### src/rtl/hazard_pkg.sv
// Shared constants and types for the register hazard scoreboard.
package hazard_pkg;

    localparam int DEFAULT_NUM_REGS = 32;
    localparam int DEFAULT_NUM_SRC  = 2;
    localparam int DEFAULT_REG_W    = $clog2(DEFAULT_NUM_REGS);

    // Age of a pending write: where its producer sits in the pipeline.
    localparam logic [1:0] AGE_EXE = 2'd0;
    localparam logic [1:0] AGE_MEM = 2'd1;
    localparam logic [1:0] AGE_OLD = 2'd2;

    typedef logic [DEFAULT_REG_W-1:0]                 reg_idx_t;
    typedef logic [DEFAULT_NUM_SRC*DEFAULT_REG_W-1:0] src_vec_t;

endpackage

### src/rtl/hazard_scoreboard_sb_entry.sv
// One scoreboard entry: a pending-write bit plus the age of its producer.
module sb_entry
    import hazard_pkg::*;
(
    input  logic clk,
    input  logic reset,
    input  logic set,
    input  logic clr,
    input  logic flush,
    input  logic adv,
    output logic busy,
    output logic busy_d
);

    logic [1:0] age;

    // Set beats clear; a flush only squashes a producer still in EXE.
    always_comb begin
        busy_d = busy;
        if (set) begin
            busy_d = 1'b1;
        end else if (clr || (flush && age == AGE_EXE)) begin
            busy_d = 1'b0;
        end
    end

    always_ff @(posedge clk or posedge reset) begin
        if (reset) begin
            busy <= 1'b0;
            age  <= AGE_EXE;
        end else begin
            busy <= busy_d;
            if (set) begin
                age <= AGE_EXE;
            end else if (adv && age != AGE_OLD) begin
                age <= age + 2'd1;
            end
        end
    end

endmodule

### src/rtl/hazard_scoreboard.sv
// Tracks pending long-latency writes and raises ID stalls on true dependencies.
module hazard_scoreboard
    import hazard_pkg::*;
#(
    parameter int NUM_REGS    = DEFAULT_NUM_REGS,
    parameter int REG_W       = $clog2(NUM_REGS),
    parameter int NUM_SRC     = 2,
    parameter int WB_BYPASS   = 1,
    parameter int WDOG_CYCLES = 255
) (
    input  logic                         clk,
    input  logic                         reset,
    input  logic [NUM_SRC*REG_W-1:0]     src_id,
    input  logic [NUM_SRC-1:0]           src_use_id,
    input  logic                         issue_valid,
    input  logic [REG_W-1:0]             issue_rd,
    input  logic                         issue_long,
    input  logic                         wb_valid,
    input  logic [REG_W-1:0]             wb_rd,
    input  logic                         pc_sel_mem,
    output logic                         stall_id,
    output logic                         branch_flush,
    output logic [NUM_REGS-1:0]          busy_vec,
    output logic [$clog2(NUM_REGS+1)-1:0] pending_count,
    output logic                         hazard_timeout
);

    localparam int CNT_W = $clog2(NUM_REGS+1);
    localparam int WD_W  = $clog2(WDOG_CYCLES+1);

    logic [NUM_REGS-1:0] busy_d;
    logic [REG_W-1:0]    src [NUM_SRC];
    logic                eff_issue;
    logic [WD_W-1:0]     wd_cnt;
    logic [WD_W-1:0]     wd_next;
    logic [CNT_W-1:0]    cnt_next;

    for (genvar s = 0; s < NUM_SRC; s++) begin : g_src
        assign src[s] = src_id[s*REG_W +: REG_W];
    end

    // A writeback landing this cycle satisfies the dependency when bypass is on.
    always_comb begin
        stall_id = 1'b0;
        for (int i = 0; i < NUM_SRC; i++) begin
            if (src_use_id[i] && src[i] != '0 && busy_vec[src[i]] &&
                !(WB_BYPASS != 0 && wb_valid && wb_rd == src[i])) begin
                stall_id = 1'b1;
            end
        end
        if (pc_sel_mem) begin
            stall_id = 1'b0;
        end
    end

    assign branch_flush = pc_sel_mem;
    assign eff_issue    = issue_valid && issue_long && !stall_id && !pc_sel_mem &&
                          issue_rd != '0;

    assign busy_vec[0] = 1'b0;
    assign busy_d[0]   = 1'b0;

    for (genvar r = 1; r < NUM_REGS; r++) begin : g_entry
        sb_entry u_entry (
            .clk    (clk),
            .reset  (reset),
            .set    (eff_issue && issue_rd == REG_W'(r)),
            .clr    (wb_valid && wb_rd == REG_W'(r)),
            .flush  (pc_sel_mem),
            .adv    (!stall_id),
            .busy   (busy_vec[r]),
            .busy_d (busy_d[r])
        );
    end

    always_comb begin
        cnt_next = '0;
        for (int i = 1; i < NUM_REGS; i++) begin
            cnt_next = cnt_next + CNT_W'(busy_d[i]);
        end
    end

    always_comb begin
        wd_next = '0;
        if (stall_id) begin
            wd_next = (wd_cnt == WD_W'(WDOG_CYCLES)) ? wd_cnt : wd_cnt + 1'b1;
        end
    end

    always_ff @(posedge clk or posedge reset) begin
        if (reset) begin
            wd_cnt         <= '0;
            pending_count  <= '0;
            hazard_timeout <= 1'b0;
        end else begin
            wd_cnt        <= wd_next;
            pending_count <= cnt_next;
            if (wd_next == WD_W'(WDOG_CYCLES)) begin
                hazard_timeout <= 1'b1;
            end
        end
    end

endmodule

### config.mk
export PLATFORM = sky130hd
export DESIGN_NAME = hazard_scoreboard
export DESIGN_NICKNAME = d
export VERILOG_FILES = /design/src/rtl/hazard_pkg.sv /design/src/rtl/hazard_scoreboard_sb_entry.sv /design/src/rtl/hazard_scoreboard.sv
export SDC_FILE = /design/constraint.sdc
export NUM_CORES = 1
export LEC_CHECK = 0
export CAP_MARGIN = 5
export CELL_PAD_IN_SITES_DETAIL_PLACEMENT = 0
export CELL_PAD_IN_SITES_GLOBAL_PLACEMENT = 1
export CORE_ASPECT_RATIO = 1.75
export CORE_UTILIZATION = 42
export CTS_CLUSTER_SIZE = 25
export DETAILED_ROUTE_END_ITERATION = 8
export PLACE_DENSITY_LB_ADDON = 0.1
export SYNTH_ARGS = -nofsm -noshare
export SYNTH_HDL_FRONTEND = slang
export SYNTH_HIERARCHICAL = 1
export SYNTH_SLANG_ARGS = --single-unit
### constraint.sdc
create_clock -name clk -period 6.2 [get_ports clk]
set_clock_uncertainty 0.15 [all_clocks]
set_input_delay 0.62 -clock clk [delete_from_list [all_inputs] [get_ports clk]]
set_output_delay 0.62 -clock clk [all_outputs]
set_load 0.005 [all_outputs]
# [After elaboration in Yosys (flattened, before gate mapping)]
# Cells that the tools add are included.
[op_classes] shift=0 n_addsub=62 n_mul=0 n_reduce_logical=236 n_mux=133 n_lt_le_gt_ge=2 bitwise=0 n_div=0 eq_ne=97
[ops] cell="5-bit equality test (second input constant)" n=32
[ops] cell="6-bit by 1-bit adder with 6-bit output" n=25
[ops] cell="1-bit logical AND" n=136
[ops] cell="2-bit 2-to-1 mux" n=62
[ops] cell="5-bit by 4-bit equality test with 1-bit output (second input constant)" n=16
[ops] cell="1-bit 2-to-1 mux" n=67
[ops] cell="2-bit by 1-bit adder with 2-bit output (second input constant)" n=31
[ops] cell="2-bit logical NOT" n=31
[ops] cell="2-bit inequality test (second input constant)" n=31
[ops] cell="2-bit nonzero test" n=31
[ops] cell="5-bit by 3-bit equality test with 1-bit output (second input constant)" n=8
[ops] cell="1-bit logical OR" n=31
[ops] cell="5-bit by 2-bit equality test with 1-bit output (second input constant)" n=4
[ops] cell="8-bit equality test (second input constant)" n=2
[ops] cell="8-bit 2-to-1 mux" n=2
[ops] cell="5-bit nonzero test" n=3
[ops] cell="5-bit by 6-bit less-than comparator with 1-bit output (second input constant)" n=2
[ops] cell="1-bit binary-select mux with 5-bit select" n=2
[ops] cell="5-bit by 1-bit equality test with 1-bit output (second input constant)" n=2
[ops] cell="5-bit equality test" n=2
[ops] cell="8-bit by 1-bit adder with 8-bit output (second input constant)" n=1
[ops] cell="5-bit by 1-bit adder with 6-bit output" n=1
[ops] cell="4-bit by 1-bit adder with 5-bit output" n=1
[ops] cell="3-bit by 1-bit adder with 4-bit output" n=1
[ops] cell="other kinds (3)" n=6
[word_totals] out_inout_bits=41 ramBits=0 mem_count=0 latch_bits=0 input_bits=28 regBits=108 mem_bits_ro=0

# [Longest topological paths before layout]
[depth] word_depth=43 ltp_mapped=27 depth_no_buf=24

# [Modules after synthesis]
# Netlist, hierarchy kept.
[by_module_without_submodules] module="sb_entry" cells_per_inst=17 n_inst=31 seq_area_each_um2=75.1 area_each_um2=185.2
[by_module_without_submodules] module="hazard_scoreboard" cells_per_inst=355 n_inst=1 seq_area_each_um2=375.4 area_each_um2=2847.7

# [Worst setup path before layout]
# OpenSTA, ideal clock, no wires.
[synth_timing] path_type="input to register" from="in src_id[5]" to="reg pending_count[4]" slack_ns=-0.819 required_time_ns=5.970 arrival_time_ns=6.789 stages=24 cell_sequence="buf_4 mux4_2 mux2_2 nor3b_1 a311oi_1 a22o_4 buf_6 nor3_1 a31o_2 inv_1 fa_1 fa_1 fa_1 fa_1 fa_1 fa_1 inv_1 fa_1 inv_1 fa_1 inv_1 a21o_1 a21oi_1 xnor2_1"
[synth_between] elab_chain_cells=42
[synth_rtl] element="start: declaration" line_no="hazard_scoreboard.sv:13" text="input logic [NUM_SRC*REG_W-1:0] src_id,"
[synth_rtl] element="1-bit binary-select mux with 5-bit select (tied with other cells)" line_no="hazard_scoreboard.sv:46" text="if (src_use_id[i] && src[i] != '0 && busy_vec[src[i]] &&"
[synth_rtl] element="1-bit 2-to-1 mux (not written as such) (tied with other cells)" line_no="hazard_scoreboard.sv:46"
[synth_rtl] element="1-bit logical AND / 1-bit logical NOT (equally long branches)" line_no="hazard_scoreboard.sv:46, hazard_scoreboard.sv:47"
[synth_rtl] element="1-bit logical AND (*)" line_no="hazard_scoreboard.sv:46"
[synth_rtl] element="1-bit 2-to-1 mux (*)" line_no="hazard_scoreboard.sv:46"
[synth_rtl] element="1-bit 2-to-1 mux (*)" line_no="hazard_scoreboard.sv:51" text="if (pc_sel_mem) begin"
[synth_rtl] element="1-bit logical NOT (*)" line_no="hazard_scoreboard.sv:57" text="assign eff_issue = issue_valid && issue_long && !stall_id && !pc_sel_mem &&"
[synth_rtl] element="1-bit logical AND (*) (3 in a row)" line_no="hazard_scoreboard.sv:57"
[synth_rtl] element="[... 2 more ...]"
[synth_rtl] element="named net busy_d[1]" line_no="hazard_scoreboard.sv:31" text="logic [NUM_REGS-1:0] busy_d;"
[synth_rtl] element="1-bit by 1-bit adder with 2-bit output (*)" line_no="hazard_scoreboard.sv:79" text="cnt_next = cnt_next + CNT_W'(busy_d[i]);"
[synth_rtl] element="2-bit by 1-bit adder with 3-bit output (*)" line_no="hazard_scoreboard.sv:79"
[synth_rtl] element="3-bit by 1-bit adder with 4-bit output (*)" line_no="hazard_scoreboard.sv:79"
[synth_rtl] element="4-bit by 1-bit adder with 5-bit output (*)" line_no="hazard_scoreboard.sv:79"
[synth_rtl] element="5-bit by 1-bit adder with 6-bit output (*)" line_no="hazard_scoreboard.sv:79"
[synth_rtl] element="6-bit by 1-bit adder with 6-bit output (*) (25 in a row)" line_no="hazard_scoreboard.sv:79"
[synth_rtl] element="named net cnt_next[4]" line_no="hazard_scoreboard.sv:36" text="logic [CNT_W-1:0] cnt_next;"
[synth_rtl] element="end signal: assignment" line_no="hazard_scoreboard.sv:97" text="pending_count <= cnt_next;"
[synth_rtl] element="end: declaration" line_no="hazard_scoreboard.sv:24" text="output logic [$clog2(NUM_REGS+1)-1:0] pending_count,"
# Mark *: on every way through the listed nets, which the timed path passes. The rest lies on a longest branch. The select of a mux whose other input is x is not followed.
# A chain may end at the register's enable or synchronous reset.

# [Worst setup path after layout]
[layout_timing] from="in src_id[0]" to="reg pending_count[4]"
[layout_rtl] element="1-bit binary-select mux with 5-bit select (tied with other cells)" line_no="hazard_scoreboard.sv:46"
[layout_rtl] element="1-bit 2-to-1 mux (not written as such) (tied with other cells)" line_no="hazard_scoreboard.sv:46"
[layout_rtl] element="1-bit logical AND / 1-bit logical NOT (equally long branches)" line_no="hazard_scoreboard.sv:46, hazard_scoreboard.sv:47"
[layout_rtl] element="1-bit logical AND (*)" line_no="hazard_scoreboard.sv:46"
[layout_rtl] element="1-bit 2-to-1 mux (*) (2 in a row)" line_no="hazard_scoreboard.sv:46"
[layout_rtl] element="1-bit 2-to-1 mux (*)" line_no="hazard_scoreboard.sv:51"
[layout_rtl] element="1-bit logical NOT (*)" line_no="hazard_scoreboard.sv:57"
[layout_rtl] element="1-bit logical AND (*) (3 in a row)" line_no="hazard_scoreboard.sv:57"
[layout_rtl] element="1-bit logical AND (*)" line_no="hazard_scoreboard.sv:67" text=".set (eff_issue && issue_rd == REG_W'(r)),"
[layout_rtl] element="1-bit 2-to-1 mux (*)" line_no="hazard_scoreboard_sb_entry.sv:20" text="if (set) begin"
[layout_rtl] element="named net busy_d[24]" line_no="hazard_scoreboard.sv:31"
[layout_rtl] element="6-bit by 1-bit adder with 6-bit output (*) (8 in a row)" line_no="hazard_scoreboard.sv:79"
[layout_rtl] element="named net cnt_next[4]" line_no="hazard_scoreboard.sv:36"
# Marks and branches as above.

==> summary.txt <==
Clock Sinks: 108
Required @ worst endpoint: 6.34 ns
Peak VDD IR: 0.216 mV
Kind of end point of the critical path: flop
Synth top cells by count: inv_1 (177), dfrtp_1 (108), nor2_1 (77)
DRT Pass-1 Iters: 4
Area grow syn2layout: 30.4%
Vias: 7,234
Status: complete, but fails checks
Initial Utilization: 0.431
Cell mode on critical path: fa_1
Met3 routed WL: 945 um
Gate Count Post-Synth: 882
Final Hold Viols: 0
WL met1: 9760 um
Placed cell count: 1,319
Yosys top cell by area: dfrtp_1
Leading post-synthesis cells by cell area: dfrtp_1 (31%), ha_1 (10%), inv_1 (7.7%)
Post-Synth Simple-Gate Area: 0.234
Post-Syn Nets: 1,003
Initial antenna violation count: 0
Pin count of the biggest net entering global routing: 63
Number of global-route vias before repair: 8,077
Max_slew headroom: 0.506
Highest routed layer: met4
Gr ovfl total: 0
Synth Area in XOR/XNOR: 0.0143
Synth unique cells: 52
Pins Over Slew Limit: 0
Die area: 0.0210 sq mm
Crit Path Max Fanout: 5
Top-count cell post-synth: inv_1
DRC viols: 0
Total wire length: 26,400 um
Adder-Cell Fraction of Synth Area: 0.156
GR Util All Layers: 0.269
#FFs+latches synth: 108
Vias per cell: 5.38
MaxCap Viol Count: 0
H-tree levels: 3
Row count: 68
Crit-path cells: clkdlybuf4s15_2 > mux4_2 > mux2i_2 > a32oi_2 > a22o_4 > nor2_4 > a31o_2 > inv_1 > fa_1 > fa_1 > inv_1 > fa_1 > inv_1 > fa_1 > fa_1 > fa_1 > inv_1 > fa_2 > inv_2 > fa_2 > inv_1 > a21o_1 > a21oi_2 > xnor2_1
Crit path time final: 6.65 ns
CTS buffer count: 9
# port buffers: 67
Leakage: 0.00565 uW
Seq/Total Area, Yosys: 0.315
Critical path arrival: 6.79 ns
Core footprint: 0.0199 sq mm
Failing checks: negative setup slack
Max Clock Freq: 150 MHz
Worst reg2reg path depth: 24
Setup TNS: -1.60 ns
Final worst slack: -0.455 ns
Hold Path Class: flop to flop
Non-Filler Instances: 1,344
Hold endpoint: hazard_timeout$_DFFE_PP0N_
R2R setup slack: -0.44 ns
Worst-path clk slew: 0.08 ns
Top cell type's share of synthesized area: 0.315
Worst setup SP type: input port
R2R Path Start: g_entry[11].u_entry/busy$_DFF_PP0_
Root Buffer: clkbuf_16
EDFF count, synth: 0
DRC marker count from the first detailed-route iteration: 353
Hold path startpoint: hazard_timeout$_DFFE_PP0N_
Netlist Area Pre-Place: 0.00859 sq mm
Yosys warnings: 6
Final hold slack: 0.340 ns
Die Height: 191 um
Drt wl/cell: 19.6 um
GP Congestion: 0.950
Post-route ant nets: 0
Die Span X: 110 um
Slew @ Worst Pin: 0.741 ns
RSZ-0062 raised after global routing: true
Clk buf depth: 2
Hold Path Depth: 1
Largest family of logic cells by synthesized area: simple AND/OR/NAND/NOR gates
Fraction of synthesized area in multiplexers: 0.101
Total power: 3400 uW
Layout cells sized above 1: 0.301
RR Endpoint: pending_count[4]$_DFF_PP0_
Cell Pwr Density: 304 mW/mm^2
IO Pins: 69
ANT cells: 0
Period utilization: 1.07
Compound-Gate Fraction of Synth Area: 0.0838
Detailed placement HPWL: 21,300 um
Place WS: -1.43 ns
Routed length on met2: 13,900 um
Asr flop ratio synth: 1.00
CTS tree: yes
Slowest-stage cell, CP: fa_1
Syn Area/Cell: 9.74 sq um
Max incr delay on CP: 0.55 ns
Hold buffers post-CTS: 0
Synth Flop Type: dfrtp_1
Final setup fails: 5
First-pass GRT wire length: 41,800 um
Worst-skew pair later-pin latency: 0.37 ns
Nets@finish: 1,215
Setup CP Type: input port to flop
state kept, by name, summed over array words and instances, names as in the netlist:
signal,count
g_entry.u_entry/age,62
g_entry.u_entry/busy,31
wd_cnt,8
pending_count,6
hazard_timeout,1
routing by layer:
layer  global-route usage  up-vias
met5                    0        -
met4                0.180        0
met1                0.280     3606
met3               0.0416       82
li1                     -     3363
met2                0.487      183
report_power, final:
group          total, uW  leakage, uW  switching [uW]  internal, uW
registers           1100      0.00137             153           942
logic               1760      0.00415             833           923
clock network        553     0.000135             282           271
worst max path at each step:
stage,endpoint,slack [ns],startpoint
floorplan,pending_count[4]$_DFF_PP0_,-0.46,src_id[5]
global placement,pending_count[4]$_DFF_PP0_,-1.33,src_id[1]
detailed placement,pending_count[4]$_DFF_PP0_,-1.43,src_id[1]
CTS,pending_count[4]$_DFF_PP0_,-0.46,g_entry[11].u_entry/busy$_DFF_PP0_
global route,pending_count[4]$_DFF_PP0_,-0.64,g_entry[15].u_entry/busy$_DFF_PP0_
finish,pending_count[4]$_DFF_PP0_,-0.45,src_id[0]
per-stage QoR:
stage | util | instance area, sq um
finish | 0.562 | 11200
global route | 0.562 | 11200
CTS | 0.562 | 11200
detailed placement | 0.541 | 10800
global placement | 0.541 | 10800
floorplan | - | 8770
repair_timing:
item,4_1_cts,5_1_grt
gates cloned,2,0
endpoints found under the setup margin,6,6
pin swaps,10,9
resized for setup,51,3
buffers inserted,8,0
layout make-up:
cell class | instances | area [sq um]
inverter | 177 | 664
sequential | 108 | 2700
multi-input combinational | 572 | 5340
tap | 245 | 307
clock buffer | 9 | 225
clock inverter | 7 | 41.3
timing repair buffer | 226 | 1910
fill | 1844 | 8710
critical path: cells and delay by family:
family	cells	cell delay (ns)
simple gates	1	0.13
buf+inv	7	0.58
fa+ha+maj	8	3.53
xor+xnor	1	0.13
compound gates	5	1.04
mux	2	0.77
placed cells by master (no fill, tap or decap), types with 34 or more instances in the layout:
cell / netlist / final
ha_1: 70 / 70
nor2b_1: 38 / 38
inv_1: 177 / 173
nor2_1: 77 / 75
nand2_1: 49 / 48
clkdlybuf4s50_1: 0 / 54
mux2_4: 31 / 34
dfrtp_1: 108 / 108
buf_4: 4 / 152
cell families after synthesis:
group | Yosys count
buf+inv | 204
mux | 58
simple gates | 315
flops | 108
compound gates | 89
xor+xnor | 14
fa+ha+maj | 93
other cells | 1
(Power assumes the default switching activity.)
